`config.mk`:
```
export PLATFORM = sky130hd
export DESIGN_NAME = instr_cache_ctrl
export DESIGN_NICKNAME = d
export VERILOG_FILES = /design/src/rtl/instr_cache_pkg.sv /design/src/rtl/instr_cache_rr_ptr.sv /design/src/rtl/instr_cache_ctrl.sv
export SDC_FILE = /design/constraint.sdc
export NUM_CORES = 1
export LEC_CHECK = 0
export ABC_CLOCK_PERIOD_IN_PS = 4800
export BUFFER_PORTS_ARGS = -buffer_cell sky130_fd_sc_hd__buf_2
export CORE_MARGIN = 2
export CORE_UTILIZATION = 45
export DETAILED_ROUTE_END_ITERATION = 10
export PLACE_DENSITY = 0.83
export SYNTH_ARGS = -nofsm -noshare
export SYNTH_HDL_FRONTEND = slang
export SYNTH_SLANG_ARGS = --single-unit
```
`constraint.sdc`:
```
create_clock -name clk -period 4.8 [get_ports clk]
set_input_delay 0.72 -clock clk [delete_from_list [all_inputs] [get_ports clk]]
set_output_delay 0.72 -clock clk [all_outputs]
set_load 0.03 [all_outputs]
```
`src/rtl/instr_cache_pkg.sv`:
```
// Shared definitions for the L0 instruction cache: controller state encoding
// and block geometry helpers used by both the controller and the datapath.
package instr_cache_pkg;

  typedef enum logic [1:0] {
    IDLE,
    MISS_REQ,
    MISS_WAIT
  } state_e;

  function automatic int words_in_block(input int ram_width);
    return ram_width / 32;
  endfunction

  // Tag covers every address bit above the block offset.
  function automatic int tag_w(input int ram_width);
    return 30 - $clog2(words_in_block(ram_width));
  endfunction

endpackage

```
`src/rtl/instr_cache_rr_ptr.sv`:
```
// Round-robin victim line pointer; wraps naturally at 2**W lines.
module instr_cache_rr_ptr #(
  parameter int W = 3
) (
  input  logic         clk,
  input  logic         rst_n,
  input  logic         advance,
  input  logic         clear,
  output logic [W-1:0] idx
);

  // NOTE: sequential state is updated with non-blocking assignments so every
  // register samples pre-edge values regardless of process ordering.
  always_ff @(posedge clk or negedge rst_n) begin
    if (!rst_n) begin
      idx <= '0;
    end else if (clear) begin
      idx <= '0;
    end else if (advance) begin
      idx <= idx + 1'b1;
    end
  end

endmodule

```
`src/rtl/instr_cache_ctrl.sv`:
```
// L0 instruction cache control: grants hits, runs single-outstanding block
// refills on misses, and owns the round-robin victim pointer.
module instr_cache_ctrl
  import instr_cache_pkg::*;
#(
  parameter  int LOG2_NUM_BLKS = 3,
  parameter  int RAM_WIDTH     = 128,
  localparam int TAG_W         = tag_w(RAM_WIDTH)
) (
  input  logic                     clk,
  input  logic                     rst_n,
  input  logic                     soft_rst_i,
  input  logic                     instr_req_i,
  input  logic [31:0]              instr_addr_i,
  output logic                     instr_gnt_o,
  output logic                     instr_rvalid_o,
  output logic                     search_o,
  output logic                     new_rvalid_o,
  output logic                     new_rdata_o,
  output logic [TAG_W-1:0]         tag_d_o,
  output logic [LOG2_NUM_BLKS-1:0] rplc_line_idx_o,
  input  logic                     miss_i,
  input  logic                     data_ready_i,
  output logic                     mem_req_o,
  output logic [31:0]              mem_addr_o,
  input  logic                     mem_gnt_i,
  input  logic                     mem_rvalid_i
);

  localparam int OFS_W = 32 - TAG_W;

  state_e           state_q, state_d;
  logic [TAG_W-1:0] tag_q, tag_nxt;
  logic             flush_pend_q, flush_pend_nxt;
  logic             suppress;
  logic             ptr_advance, ptr_clear;

  // Word/byte offset bits never reach the controller's decisions.
  logic addr_lo_unused;
  assign addr_lo_unused = ^instr_addr_i[OFS_W-1:0];

  always_ff @(posedge clk or negedge rst_n) begin
    if (!rst_n) begin
      state_q      <= IDLE;
      tag_q        <= '0;
      flush_pend_q <= 1'b0;
    end else begin
      state_q      <= state_d;
      tag_q        <= tag_nxt;
      flush_pend_q <= flush_pend_nxt;
    end
  end

  // NOTE: every signal written here gets a default first so no path through
  // the case statement leaves a value unassigned and infers a latch.
  always_comb begin
    state_d        = state_q;
    tag_nxt        = tag_q;
    flush_pend_nxt = flush_pend_q;
    search_o       = 1'b0;
    instr_gnt_o    = 1'b0;
    new_rdata_o    = 1'b0;
    new_rvalid_o   = 1'b0;
    mem_req_o      = 1'b0;
    suppress       = 1'b0;
    ptr_advance    = 1'b0;
    ptr_clear      = soft_rst_i;

    unique case (state_q)
      IDLE: begin
        search_o    = instr_req_i & ~soft_rst_i;
        instr_gnt_o = search_o & ~miss_i;
        if (search_o && miss_i) begin
          tag_nxt = instr_addr_i[31:OFS_W];
          state_d = MISS_REQ;
        end
      end
      MISS_REQ: begin
        mem_req_o = 1'b1;
        if (soft_rst_i) flush_pend_nxt = 1'b1;
        if (mem_gnt_i)  state_d = MISS_WAIT;
      end
      MISS_WAIT: begin
        if (soft_rst_i) flush_pend_nxt = 1'b1;
        if (mem_rvalid_i) begin
          // A flush seen during the refill discards the block; the held
          // request then re-misses from IDLE.
          suppress       = flush_pend_q | soft_rst_i;
          search_o       = instr_req_i;
          instr_gnt_o    = instr_req_i & ~suppress;
          new_rdata_o    = ~suppress;
          new_rvalid_o   = ~suppress;
          ptr_advance    = ~suppress;
          flush_pend_nxt = 1'b0;
          state_d        = IDLE;
        end
      end
      default: state_d = IDLE;
    endcase
  end

  assign mem_addr_o     = mem_req_o ? {tag_q, {OFS_W{1'b0}}} : 32'h0;
  assign tag_d_o        = tag_q;
  assign instr_rvalid_o = data_ready_i;

  instr_cache_rr_ptr #(
    .W (LOG2_NUM_BLKS)
  ) u_rr_ptr (
    .clk     (clk),
    .rst_n   (rst_n),
    .advance (ptr_advance),
    .clear   (ptr_clear),
    .idx     (rplc_line_idx_o)
  );

endmodule

```
### Word level (Yosys, flattened, before mapping)

Index checks and enable logic that the tools add are counted.

| storage, ports and cells | value |
|---|---|
| bits in registers | 34 |
| output and inout port bits | 69 |
| logic and storage cells | 40 |

| cells by class | value |
|---|---|
| reductions and logical operators | 6 |
| equality and inequality tests | 5 |
| bitwise gates (word level) | 7 |
| add/sub/neg operators | 1 |
| multiplexer cells | 17 |

Operators by type and width:

| cell | count |
|---|---|
| $mux W32 | 1 |
| $mux W1 | 7 |
| $mux W2 | 3 |
| $mux W3 | 2 |
| $ne A2 B2 Y1 const B | 3 |
| $pmux W1 S2 | 3 |
| $pmux W2 S3 | 1 |
| $reduce_bool A2 Y1 | 2 |
| $add A3 B1 Y3 const B | 1 |
| $and A1 B1 Y1 | 3 |
| $not A1 Y1 | 3 |
| $reduce_and A3 Y1 | 1 |
| $eq A2 B1 Y1 const B | 1 |
| $eq A2 B2 Y1 const B | 1 |
| $logic_not A2 Y1 | 1 |
| $reduce_and A2 Y1 | 1 |
| $logic_and A1 B1 Y1 | 1 |
| $or A1 B1 Y1 | 1 |

### Logic depth before layout (Yosys ltp)

| depth | value |
|---|---|
| word-level depth | 6 |
| depth in mapped cells | 6 |
| gate-level depth less buffers | 5 |

### By module

From an unflattened synthesis, not the netlist that was laid out.

| unflattened totals | value |
|---|---|
| cell total of the unflattened synthesis | 134 |
| area, all modules | 1770.4 um^2 |

By module, submodules not included:

| module | area each (um^2) | seq. area each (um^2) | cells an instance | instances |
|---|---|---|---|---|
| instr_cache_ctrl | 1634.1 | 775.7 | 123 | 1 |
| instr_cache_rr_ptr | 136.4 | 75.1 | 11 | 1 |

### Least setup slack after synthesis

Ideal clock, no wire load.

| timing path | value |
|---|---|
| kind | input to output |
| start point | input soft_rst_i |
| end point | output search_o |
| arrival time | 1681 ps |
| path buffers | 1 |
| slack | 2399 ps |
| cell stages on the path | 3 |
| cell sequence | buf_6 > nand2b_1 > a21boi_0 |

| on the way | value |
|---|---|
| word-level cells in the longest chain between the ends | 3 |

RTL lines:

| element | RTL line | RTL |
|---|---|---|
| start, declared | instr_cache_ctrl.sv:12 | `input logic soft_rst_i,` |
| $not A1 Y1 | instr_cache_ctrl.sv:71 | `search_o = instr_req_i & ~soft_rst_i;` |
| $and A1 B1 Y1 | instr_cache_ctrl.sv:71 |  |
| $pmux W1 S2 | instr_cache_ctrl.sv:69 | `unique case (state_q)` |
| end, declared | instr_cache_ctrl.sv:17 | `output logic search_o,` |

Every way passes these cells.

### Worst setup path in the final report

| timing path | value |
|---|---|
| start point | register state_q[1] |
| end point | output mem_addr_o[31] |

| on the way | value |
|---|---|
| word-level cells in the longest chain between the ends | 3 |

RTL lines:

| element | RTL line | RTL |
|---|---|---|
| start, declared | instr_cache_ctrl.sv:32 | `state_e state_q, state_d;` |
| start signal, assigned | instr_cache_ctrl.sv:48 | `state_q <= state_d;` |
| $eq A2 B1 Y1 | instr_cache_ctrl.sv:69 |  |
| $mux W1 | instr_cache_ctrl.sv:69 |  |
| $mux W32 | instr_cache_ctrl.sv:102 | `assign mem_addr_o = mem_req_o ? {tag_q, {OFS_W{1'b0}}} : 32'h0;` |
| end, declared | instr_cache_ctrl.sv:25 | `output logic [31:0] mem_addr_o,` |

Every way passes these cells.

==> impl_results.md <==
* Avg Vias per Cell at ~4.7
* CTS tree: done
* Clk slew on worst S/H paths at about 0.070 ns
* Die Y at approximately 67 um
* Overall Power at between 1.5 and 2 mW
* DP Area at between 0.002 and 0.0025 sq mm
* Synthesized cell area at ~0.0018 sq mm
* Hold/Removal Path Class: input pin to async pin
* Clk Latency, worst-skew pair at 0.27 ns
* Peak VDD IR at 0.000407 V
* GRT Util Overall at between 10% and 20%
* Max-slew headroom at between 40 and 50%
* Worst Setup Start Kind: register
* Post-CTS Resized at 0
* Final hold violation count at 0
* Clk pwr share at roughly an eighth
* Initial antenna violation count at 0
* Total die area at between 0.004 and 0.005 sq mm
* Post-Syn Instances at approximately 140
* Cells traversed along the worst timing path: inv_1 > ha_1 > and2_1 > buf_2
* DR pass1 iterations at 4
* Primary FF master, synth: dfrtp_1
* Yosys top cell by area: dfrtp_1
* Max Buffers Root-to-Sink at 2
* Routed Antenna Nets at 0
* Avg Inst Size Synth at roughly 13 sq um
* Clock net sink count at 34
* H-Tree Depth at 2
* Critical path class: register to output pin
* Switching pwr at approximately 800 uW
* CP arrival at 1.95 ns
* Post-synth cell types at 28
* Crit path buf inv count at 2
* Setup TNS at 0 ns
* WP data required at 4.08 ns
* Ports at between 100 and 150
* Largest net degree at the start of global routing at 35
* Starting DRT DRC Count at 40
* Pwr dens at just over 700 mW/mm^2
* CP top delay family: adder cells
* Initial core utilization at approximately 48%
* Sw Ratio at between 40% and 50%
* RSZ-0062 raised after global routing: no
* Yosys top cell area share at 47.5%
* Layout Skew at around 0.0034 ns
* Final core occ at 62.1%
* Max_cap viols at 0
* Final GP Congestion at between 0.7 and 0.8
* Final Max Tran Viols at 0
* Drt total wl at 3700 um
* Grt ovf at 0
* Core Region at ~0.0037 sq mm
* F_max at 374 MHz
* Most frequent cells in the layout: buf_2 (98), dfrtp_1 (34), and2_1 (28), mux2_4 (20), mux2_2 (9)
* Fin Hold WS at 0.501 ns
* Pint at roughly 890 uW
* Die W at 67.1 um
* Power share of the combinational group at 57.0%
* Ys async rst share at 100%
* Most common cell after layout, fill and taps aside: buf_2
* #FFs+latches synth at 34
* Syn-to-layout area delta at 29.8%
* Routed via count at 1319
* Top cells by area, synth: dfrtp_1 (47%), mux2_4 (17%), and2_1 (9.8%), mux2_2 (5.7%), ha_1 (3.5%)
* Final HPWL DP at 2710 um
* CTS Buf Count at 5
* Crit-path max cell delay at slightly above 0.7 ns
* Post CTS Setup Buffer Count at 0
* Sequential area share after synthesis at 47.5%
* Post-layout nets at approximately 280
* Status: finished clean
* Post-CTS Hold Buffers at 0
* Drt drc at 0
* Rows at 22
* Yosys synthesis warning count at 0
* Sequential share of power at a little under a third
* Tcrit/Tclk final at 55.7%
* Lkg Pwr at about 1.3 nW
* Design Area, Final at ~0.0023 sq mm
* Minimum clock period at 2.67 ns
* Layout cells sized above 1 at a little under 60%
* Slowest-stage cell, CP: ha_1
* Worst Setup End Kind: output pin
* PortBufs at 98
* Wire length per cell at between 10 and 15 um
* Post-synth EDFFs at 0
* Crit-path max FO at 30
* Root Buffer: clkbuf_8
* Vias in the first global route at 1179
* # diodes at 0
* Worst-margin pin slew at 0.838 ns
* Final setup fails at 0
* First-pass GRT wire length at around 5600 um
[metal layers]
metal | global-route usage, % | vias to the layer above | wire, um
li1 | - | 634 | -
met1 | 21.5 | 622 | 1550
met2 | 27.4 | 63 | 1860
met3 | 4.05 | 0 | 292
met4 | 5.36 | 0 | 0
met5 | 0 | - | 0
[final timing paths]
check,from,to,slack (ns),depth (start not counted)
max in group asynchronous,rst_n,flush_pend_q,3.82,1
min in group clk,tag_d_o[7],tag_d_o[7],0.52,1
max,state_q[1],mem_addr_o[31],2.13,4
min,rst_n,tag_d_o[14],0.50,1
max reg2reg,state_q[1],state_q[1],2.78,5
min reg2reg,tag_d_o[7],tag_d_o[7],0.52,1
[stage by stage]
stage,cells,setup slack [ns]
finish,280,2.13
global route,280,1.95
detailed placement,272,2.35
global placement,272,2.50
CTS,280,2.07
floorplan,139,2.40
[cell type report]
type                    instances  area (sq um)
well taps                      48          60.1
clock buffers                   7          86.3
inverters                       3          11.3
fillers                       335          1420
flip-flops and latches         34           851
clock inverters                 1          5.00
repair buffers                 98           490
multi-input cells              89           822
[cell usage after synthesis (3+ instances only)]
| library cell | count |
|---|---|
| mux2_4 | 20 |
| dfrtp_1 | 34 |
| and2_1 | 28 |
| clkbuf_1 | 3 |
| buf_4 | 6 |
| nor2_1 | 4 |
| mux2_2 | 9 |
| ha_1 | 5 |
| inv_1 | 3 |
[cells by family (layout without fill, tap and decap cells)]
logic type / Yosys count / after routing / share of synthesized area (%)
compound gates: 6 / 6 / 2.30
fa+ha+maj: 5 / 5 / 3.49
buf+inv: 16 / 109 / 7.26
flops: 34 / 34 / 47.5
simple gates: 42 / 42 / 15.3
mux: 30 / 30 / 23.0
other cells: 1 / 4 / 0.209
xor+xnor: 2 / 2 / 0.978
[worst register-to-register path, stage by stage, from the launching register on]
cell      delay, ns
dfrtp_1        0.40
inv_1          0.11
ha_1           0.71
nor2b_1        0.31
a211oi_1       0.10
mux2_2         0.28
[registers in the layout, indices dropped and copies added, names as in the netlist]
register and count:
u_rr_ptr.idx 3, flush_pend_q 1, tag_d_o 28, state_q 2
[power by group through the flow]
stage	combinational, mW	sequential [mW]	clock, mW
global placement	0.957	0.510	0
floorplan	0.486	0.746	0
detailed placement	0.973	0.518	0
finish	0.963	0.515	0.210
global route	1.02	0.532	0.233
CTS	0.974	0.516	0.218
(Power assumes the default switching activity.)
